## src/rtl/knight_rider_pkg.sv

```systemverilog
// rtl/knight_rider_pkg.sv - shared types, constants and LED fold helper for the Knight Rider sequencer
//
// Purpose: ring/LED geometry constants, controller state encoding and the
//          combinational fold of the 14-state ring onto the 8-LED bar.
// Ports:   none (package).
package knight_rider_pkg;

  localparam int RING_W = 14;
  localparam int LED_W  = 8;

  typedef enum logic [1:0] {
    IDLE     = 2'd0,
    RUN      = 2'd1,
    PAUSE    = 2'd2,
    STOPPING = 2'd3
  } kr_state_e;

  // Ring positions 0..7 light LEDs 0..7, positions 8..13 come back down 6..1,
  // so a single rotating bit bounces across the bar.
  function automatic logic [LED_W-1:0] ring_to_led(input logic [RING_W-1:0] ring);
    logic [LED_W-1:0] led;
    led = '0;
    for (int i = 0; i < RING_W; i++) begin
      int idx;
      idx = (i < LED_W) ? i : (RING_W - i);
      if (ring[i]) led[idx[2:0]] = 1'b1;
    end
    return led;
  endfunction

endpackage

```

## src/rtl/kr_prescaler.sv

```systemverilog
// rtl/kr_prescaler.sv - programmable step prescaler with divisor register
//
// Purpose: counts clock cycles while running and emits a one-cycle step every
//          div_eff cycles; owns the divisor register (div 0 acts as div 1).
// Ports:   clk_i, rst_n_i    clock, async active-low reset
//          run_i             count this cycle (hold when low)
//          clear_i           force count to zero
//          load_i, load_div_i  load new divisor (also zeroes the count)
//          step_o            combinational step strobe
module kr_prescaler
  import knight_rider_pkg::*;
#(
  parameter int                DIV_W   = 24,
  parameter logic [DIV_W-1:0]  DEF_DIV = 24'd5_000_000
) (
  input  logic             clk_i,
  input  logic             rst_n_i,
  input  logic             run_i,
  input  logic             clear_i,
  input  logic             load_i,
  input  logic [DIV_W-1:0] load_div_i,
  output logic             step_o
);

  localparam logic [DIV_W-1:0] ONE = {{(DIV_W-1){1'b0}}, 1'b1};

  logic [DIV_W-1:0] cnt_q, cnt_d;
  logic [DIV_W-1:0] div_q, div_d;
  logic [DIV_W-1:0] div_eff;

  always_comb begin
    div_eff = (div_q == '0) ? ONE : div_q;
    step_o  = run_i && (cnt_q == (div_eff - ONE));
    div_d   = div_q;
    cnt_d   = cnt_q;
    if (load_i) div_d = load_div_i;
    // A new divisor restarts the interval so it never sees a stale count.
    if (clear_i || load_i) cnt_d = '0;
    else if (run_i)        cnt_d = step_o ? '0 : (cnt_q + ONE);
  end

  always_ff @(posedge clk_i or negedge rst_n_i) begin
    if (!rst_n_i) begin
      cnt_q <= '0;
      div_q <= DEF_DIV;
    end else begin
      cnt_q <= cnt_d;
      div_q <= div_d;
    end
  end

endmodule

```

## src/rtl/knight_rider_sequencer.sv

```systemverilog
// rtl/knight_rider_sequencer.sv - Knight Rider ring sequencer with start/pause/stop control
//
// Purpose: owns the 14-state one-hot ring, steps it from the prescaler, runs the
//          IDLE/RUN/PAUSE/STOPPING controller, folds the ring onto the LED bar
//          and counts completed sweeps; divisor updates only at safe points.
// Ports:   clk_i, sys_rst_i             clock, async active-low reset
//          start_i, pause_i, stop_i     control levels (stop > pause > start)
//          cfg_valid_i, cfg_div_i, cfg_ready_o  divisor update handshake
//          led_o, ring_o, pos_o, dir_o  display outputs
//          busy_o, sweep_done_o, sweep_cnt_o  status
module knight_rider_sequencer
  import knight_rider_pkg::*;
#(
  parameter int               DIV_W   = 24,
  parameter logic [DIV_W-1:0] DEF_DIV = 24'd5_000_000,
  parameter int               SWP_W   = 16
) (
  input  logic              clk_i,
  input  logic              sys_rst_i,
  input  logic              start_i,
  input  logic              pause_i,
  input  logic              stop_i,
  input  logic              cfg_valid_i,
  input  logic [DIV_W-1:0]  cfg_div_i,
  output logic              cfg_ready_o,
  output logic [LED_W-1:0]  led_o,
  output logic [RING_W-1:0] ring_o,
  output logic [3:0]        pos_o,
  output logic              dir_o,
  output logic              busy_o,
  output logic              sweep_done_o,
  output logic [SWP_W-1:0]  sweep_cnt_o
);

  localparam logic [RING_W-1:0] RING_RST = {{(RING_W-1){1'b0}}, 1'b1};
  localparam logic [SWP_W-1:0]  SWP_ONE  = {{(SWP_W-1){1'b0}}, 1'b1};

  kr_state_e         state_q, state_d;
  logic [RING_W-1:0] ring_q, ring_d;
  logic [SWP_W-1:0]  sweep_cnt_q, sweep_cnt_d;
  logic              sweep_done_q, sweep_done_d;

  logic step, wrap, running, cfg_ready, accept, entry, cnt_clear;

  kr_prescaler #(
    .DIV_W   (DIV_W),
    .DEF_DIV (DEF_DIV)
  ) u_prescaler (
    .clk_i      (clk_i),
    .rst_n_i    (sys_rst_i),
    .run_i      (running),
    .clear_i    (cnt_clear),
    .load_i     (accept),
    .load_div_i (cfg_div_i),
    .step_o     (step)
  );

  always_comb begin
    running   = (state_q == RUN) || (state_q == STOPPING);
    wrap      = step && ring_q[RING_W-1];
    // While stepping, the only safe moment for a new rate is the wrap step.
    cfg_ready = (state_q == IDLE) || (state_q == PAUSE) || wrap;
    accept    = cfg_valid_i && cfg_ready;

    state_d = state_q;
    unique case (state_q)
      IDLE:     if (start_i && !pause_i && !stop_i) state_d = RUN;
      RUN: begin
        if (stop_i)       state_d = wrap ? IDLE : STOPPING;
        else if (pause_i) state_d = PAUSE;
      end
      PAUSE: begin
        if (stop_i)                 state_d = IDLE;
        else if (!pause_i && start_i) state_d = RUN;
      end
      STOPPING: if (wrap) state_d = IDLE;
    endcase

    entry     = (state_q == IDLE) && (state_d == RUN);
    cnt_clear = (state_d == IDLE);

    ring_d = ring_q;
    if (entry)     ring_d = RING_RST;
    else if (step) ring_d = {ring_q[RING_W-2:0], ring_q[RING_W-1]};

    sweep_cnt_d = sweep_cnt_q;
    if (entry) sweep_cnt_d = '0;
    else if (wrap && (sweep_cnt_q != '1)) sweep_cnt_d = sweep_cnt_q + SWP_ONE;

    sweep_done_d = wrap;
  end

  always_ff @(posedge clk_i or negedge sys_rst_i) begin
    if (!sys_rst_i) begin
      state_q      <= IDLE;
      ring_q       <= RING_RST;
      sweep_cnt_q  <= '0;
      sweep_done_q <= 1'b0;
    end else begin
      state_q      <= state_d;
      ring_q       <= ring_d;
      sweep_cnt_q  <= sweep_cnt_d;
      sweep_done_q <= sweep_done_d;
    end
  end

  always_comb begin
    pos_o = '0;
    for (int i = 0; i < RING_W; i++) begin
      if (ring_q[i]) pos_o = 4'(i);
    end
  end

  assign dir_o        = (pos_o <= 4'd6);
  assign ring_o       = ring_q;
  assign led_o        = (state_q == IDLE) ? '0 : ring_to_led(ring_q);
  assign busy_o       = (state_q != IDLE);
  assign cfg_ready_o  = cfg_ready;
  assign sweep_done_o = sweep_done_q;
  assign sweep_cnt_o  = sweep_cnt_q;

endmodule

```

## config.mk

```make
export PLATFORM = sky130hd
export DESIGN_NAME = knight_rider_sequencer
export DESIGN_NICKNAME = d
export VERILOG_FILES = /design/src/rtl/knight_rider_pkg.sv /design/src/rtl/kr_prescaler.sv /design/src/rtl/knight_rider_sequencer.sv
export SDC_FILE = /design/constraint.sdc
export NUM_CORES = 1
export LEC_CHECK = 0
export ABC_AREA = 0
export CAP_MARGIN = 20
export CORE_MARGIN = 2
export CORE_UTILIZATION = 45
export CTS_BUF_LIST = sky130_fd_sc_hd__clkbuf_8 sky130_fd_sc_hd__clkbuf_16
export DETAILED_ROUTE_END_ITERATION = 12
export GPL_TIMING_DRIVEN = 0
export PLACE_DENSITY = 0.76
export SLEW_MARGIN = 20
export SYNTH_ARGS = -nofsm -noshare
export SYNTH_HDL_FRONTEND = slang
export SYNTH_SLANG_ARGS = --single-unit
export TNS_END_PERCENT = 20
```

## constraint.sdc

```tcl
create_clock -name clk_i -period 11.8 [get_ports clk_i]
set_input_delay 2.36 -clock clk_i [delete_from_list [all_inputs] [get_ports clk_i]]
set_output_delay 2.36 -clock clk_i [all_outputs]
set_load 0.02 [all_outputs]
```

# Yosys cells after proc, flatten, opt, wreduce, memory -nomap -nowiden

Cells that the tools add are included.

Add/sub/neg operators: 3
Magnitude comparators: 1
Equal/unequal tests: 6
Mux-type cells: 44
Reductions and logical operators: 20

Operator list:

| operator                | count |
|---|---|
| $mux W24                | 4 |
| $mux W4                 | 12 |
| $mux W16                | 2 |
| $mux W14                | 2 |
| $add A24 B1 Y24 const B | 1 |
| $eq A24 B24 Y1          | 1 |
| $logic_not A24 Y1       | 1 |
| $sub A24 B1 Y24 const B | 1 |
| $add A16 B1 Y16 const B | 1 |
| $ne A16 B16 Y1 const B  | 1 |
| $mux W1                 | 15 |
| $mux W2                 | 7 |
| $mux W8                 | 1 |
| $pmux W2 S4             | 1 |
| $reduce_bool A2 Y1      | 4 |
| $logic_and A1 B1 Y1     | 7 |
| $eq A2 B1 Y1 const B    | 2 |
| $eq A2 B2 Y1 const B    | 2 |
| $le A4 B3 Y1 const B    | 1 |
| $logic_not A2 Y1        | 2 |
| $logic_or A1 B1 Y1      | 4 |
| $logic_not A1 Y1        | 2 |

Register bits after elaboration: 81
Output and inout port bits: 46
Word-level logic and storage cells: 80

# Longest topological paths before layout

Depth after elaboration: 14
Gate-level depth with buffers: 16
Gate-level depth less buffers: 13

# Modules after synthesis

From an unflattened synthesis, not the netlist that was laid out.

Cell total of the unflattened synthesis: 612
Area, all modules: 5459.0 sq um

By module, submodules not included:

| module                 | instances | cells an instance | area each (sq um) | seq. area each (sq um) |
|---|---|---|---|---|
| kr_prescaler           | 1         | 405               | 3569.7            | 1211.2 |
| knight_rider_sequencer | 1         | 207               | 1889.3            | 827.0 |

# Worst setup path after synthesis

Ideal clock, no wire load.

Path type: flip-flop to output port
Start point: register u_prescaler.div_q[6]
End point: output cfg_ready_o
Data arrival time: 3.905 ns
Setup slack: 5.535 ns
Stages on the path, launching flop included: 15
Path buffers: 2
Cell sequence: dfstp_2 > or3_1 > clkbuf_1 > nor3_1 > a31oi_1 > ha_1 > or4b_1 > buf_2 > nor2_1 > a31oi_1 > or4_1 > nor4_1 > o2111ai_1 > or3_4 > nand2_1

Cells in the longest elaborated chain, start to end: 7

RTL lines:

| element                 | RTL line                     | text |
|---|---|---|
| from (decl)             | kr_prescaler.sv:28           | `logic [DIV_W-1:0] div_q, div_d;` |
| from (signal assigned)  | kr_prescaler.sv:48           | `div_q <= div_d;` |
| $logic_not A24 Y1       | kr_prescaler.sv:32           | `div_eff = (div_q == '0) ? ONE : div_q;` |
| $mux W24 (*)            | kr_prescaler.sv:32           |  |
| $sub A24 B1 Y24 (*)     | kr_prescaler.sv:33           | `step_o = run_i && (cnt_q == (div_eff - ONE));` |
| $eq A24 B24 Y1 (*)      | kr_prescaler.sv:33           |  |
| $logic_and A1 B1 Y1 (*) | kr_prescaler.sv:33           |  |
| $logic_and A1 B1 Y1 (*) | knight_rider_sequencer.sv:60 | `wrap = step && ring_q[RING_W-1];` |
| $logic_or A1 B1 Y1 (*)  | knight_rider_sequencer.sv:62 | `cfg_ready = (state_q == IDLE) \|\| (state_q == PAUSE) \|\| wrap;` |
| to (decl)               | knight_rider_sequencer.sv:25 | `output logic cfg_ready_o,` |

Mark *: on every way between the ends. The rest lies on a longest branch, timed or not.

# Final worst setup path

Ends and elaborated chain as after synthesis.

==> flow_metrics.env <==
export IMPL_crit_fanout=8
export IMPL_rsz0062_at_grt="no"
export IMPL_status="finished, final reports clean"
export IMPL_crit_type="reg -> out"
export IMPL_portBuffers=75
export IMPL_grt_usage_pct=22.1
export IMPL_cts_tree="done"
export IMPL_start_util_pct=46.3
export IMPL_routedWlPerCell_um=16.2
export IMPL_synth_cell_type_count=61
export IMPL_fin_area_um2=6200
export IMPL_syn_mean_instance_area_um2=9.31
export IMPL_crit_chain="or3_1 > clkbuf_1 > nor3_1 > a31oi_1 > ha_1 > or4b_1 > buf_2 > nor2_1 > a31oi_1 > or4_1 > nor4_1 > o2111ai_1 > or3_4 > nand2_1 > clkdlybuf4s50_1"
export IMPL_cts_path_max_buffers=2
export IMPL_grt_util_met3_pct=2.61
export IMPL_placed_cell_area_um2=5990
export IMPL_fin_crit_sh_pct=65.5
export IMPL_mostFrequentLayoutCells="clkdlybuf4s50_1, dfrtp_1, nor2_1"
export IMPL_synth_area_um2=5040
export IMPL_synth_top_area_share_pct=35.8
export IMPL_synth_fp_nets=574
export IMPL_synth_ff_type="dfrtp_1"
export IMPL_nets=661
export IMPL_globalRouteMet2Util_pct=35.7
export IMPL_htreeDepth=3
export IMPL_r2r_slack_ns=6.52
export IMPL_syn2layout_area_growth_pct=23.1
export IMPL_tightest_slew_ns=0.808
export IMPL_grt_pass1_vias=4290
export IMPL_drc_errors=0
export IMPL_synth_area_leader_cell="dfrtp_1"
export IMPL_dieHeight_um=110
export IMPL_grt_busiest_layer="met2"
export IMPL_hpwl_mm=9.28
export IMPL_io_pins=76
export IMPL_placementRows=38
export IMPL_ys_top_cells_by_area="dfrtp_1, mux2_4, xnor2_1, dfstp_2, nor2_1"
export IMPL_clock_root_buffer="clkbuf_8"
export IMPL_ir_worst_vdd_v=0.0000941
export IMPL_dieArea_um2=12100
export IMPL_hold_path_class="reg -> reg"
export IMPL_diodes=0
export IMPL_setup_tns_ns=0
export IMPL_finalSetupViolations=0
export IMPL_vias=4332
export IMPL_powerDensity_nw_per_um2=186
export IMPL_drive_gt1_share_pct=10.9
export IMPL_drtAntennaViolNets=0
export IMPL_max_cap_violations=0
export IMPL_crit_arrival_ns=5.37
export IMPL_ys_ff_latch=81
export IMPL_max_freq_mhz=129
export IMPL_worstSetupStartpointType="register"
export IMPL_clk_latency_ns=0.36
export IMPL_synth_edff_count=0
export IMPL_avgViaCountPerCell=5.60
export IMPL_wirelength_mm=12.5
export IMPL_antenna_found_initial=0
export IMPL_die_w_um=110
export IMPL_cts_num_sinks=81
export IMPL_max_stage_delay_ns=0.61
export IMPL_hold_viol_final=0
export IMPL_synthCells=541
export IMPL_core_area_um2=10900
export IMPL_cts_inserted_buffers=9
export IMPL_leakage_nw=2.59
export IMPL_dr_pass1_iters=5
export IMPL_cp_end_kind="output port"
export IMPL_fin_skew_ns=0.00964
export IMPL_use_met1_pct=29.7
export IMPL_max_slew_margin_pct=45.7
export IMPL_slowest_stage="clkdlybuf4s50_1"
export IMPL_yosys_warnings=0
export IMPL_grt_pass1_wl_mm=20.9
export IMPL_yosysSeqAreaShare_pct=40.5
export IMPL_period_minus_slack_ns=7.73
export IMPL_slew_viol_final=0
export IMPL_layout_commonest_cell="clkdlybuf4s50_1"
export IMPL_grt_ovfl_total=0
export IMPL_drtIter0Drc=293
export IMPL_grt_max_degree=58
export IMPL_post_cts_buffers=0
export IMPL_synthArstFlopShare_pct=100
export IMPL_crit_required_ns=9.44
export IMPL_cts_resized_gates=0
export IMPL_postCtsHoldBufs=0
export IMPL_cts_clk_slew_worst_paths_ns=0.08
export IMPL_crit_path_frequent_cell="a31oi_1"
export IMPL_gp_congestion=0.915
==> final cells by class <==
class,count,area (um^2)
Fill cell,962,4690
Multi-Input combinational cell,419,2800
Sequential cell,81,2040
Timing Repair Buffer,76,776
Tap cell,140,175
Buffer,24,136
Clock buffer,9,124
Clock inverter,7,88.8
Inverter,17,63.8
==> metrics by stage <==
stage / power [W] / setup slack (ns) / hold slack, ns / std cells / utilization (%)
floorplan: 0.000744 / 5.53 / 0.515 / 541 / -
global placement: 0.000916 / 4.56 / 0.525 / 756 / 54.8
detailed placement: 0.000932 / 4.57 / 0.547 / 757 / 55.0
CTS: 0.00116 / 4.09 / 0.559 / 773 / 56.9
global route: 0.00122 / 3.74 / 0.590 / 773 / 56.9
finish: 0.00115 / 4.07 / 0.550 / 773 / 56.9
==> cells in the mapped netlist, drive strengths merged (5+ instances only) <==
master / number
a21oi: 13
a31oi: 5
and3: 16
and4: 6
buf: 8
clkbuf: 16
dfrtp: 72
dfstp: 9
inv: 17
mux2: 25
mux2i: 11
nand2: 60
nand2b: 10
nand3: 23
nand4: 10
nor2: 62
nor3: 15
nor4: 11
o21ai: 23
or3: 12
or4: 8
xnor2: 28
xor2: 25
==> layer usage <==
metal  vias to the layer above  routed length [um]  share of wire [%]
li1                       2094                   -                  -
met1                      2109                5540                 44
met2                       106                6140                 49
met3                        23                 492                3.9
met4                         0                 315                2.5
met5                         -                   0                  0
==> power by group <==
group	internal (W)	switching (W)
registers	0.000342	0.0000813
clock network	0.000118	0.000106
logic	0.000242	0.000263
total	0.000703	0.000450
==> final timing paths <==
path | from | end | cells past startpoint
setup / recovery | u_prescaler.div_q[6] | cfg_ready_o | 15
hold / removal | ring_o[0] | ring_o[1] | 2
setup reg to reg | u_prescaler.div_q[6] | u_prescaler.div_q[23] | 16
hold reg to reg | ring_o[0] | ring_o[1] | 2
max in group asynchronous | sys_rst_i | ring_o[0] | 2
min in group asynchronous | sys_rst_i | u_prescaler.div_q[7] | 1
==> logic make-up after synthesis <==
logic type	count (synthesis)	synth area share (%)
flip-flops	81	40.5
buffers and inverters	41	3.98
adder cells (fa/ha/maj)	3	0.745
AO/OA/AOI/OAI	78	10.3
AND/OR/NAND/NOR	249	26.0
XOR/XNOR	53	9.22
multiplexers	36	9.27
==> registers in the layout, summed over array words and instances (netlist names) <==
signal and cells:
ring_o 14, state_q 2, sweep_cnt_o 16, sweep_done_o 1, u_prescaler.cnt_q 24, u_prescaler.div_q 24
==> critical path: cells and delay by family (launching register included) <==
kind	cells	cell delay (ns)
simple gates	8	2.29
fa+ha+maj	1	0.31
buf+inv	3	1.17
flops	1	0.57
compound gates	3	0.66
Power figures use the tool's default switching activity.
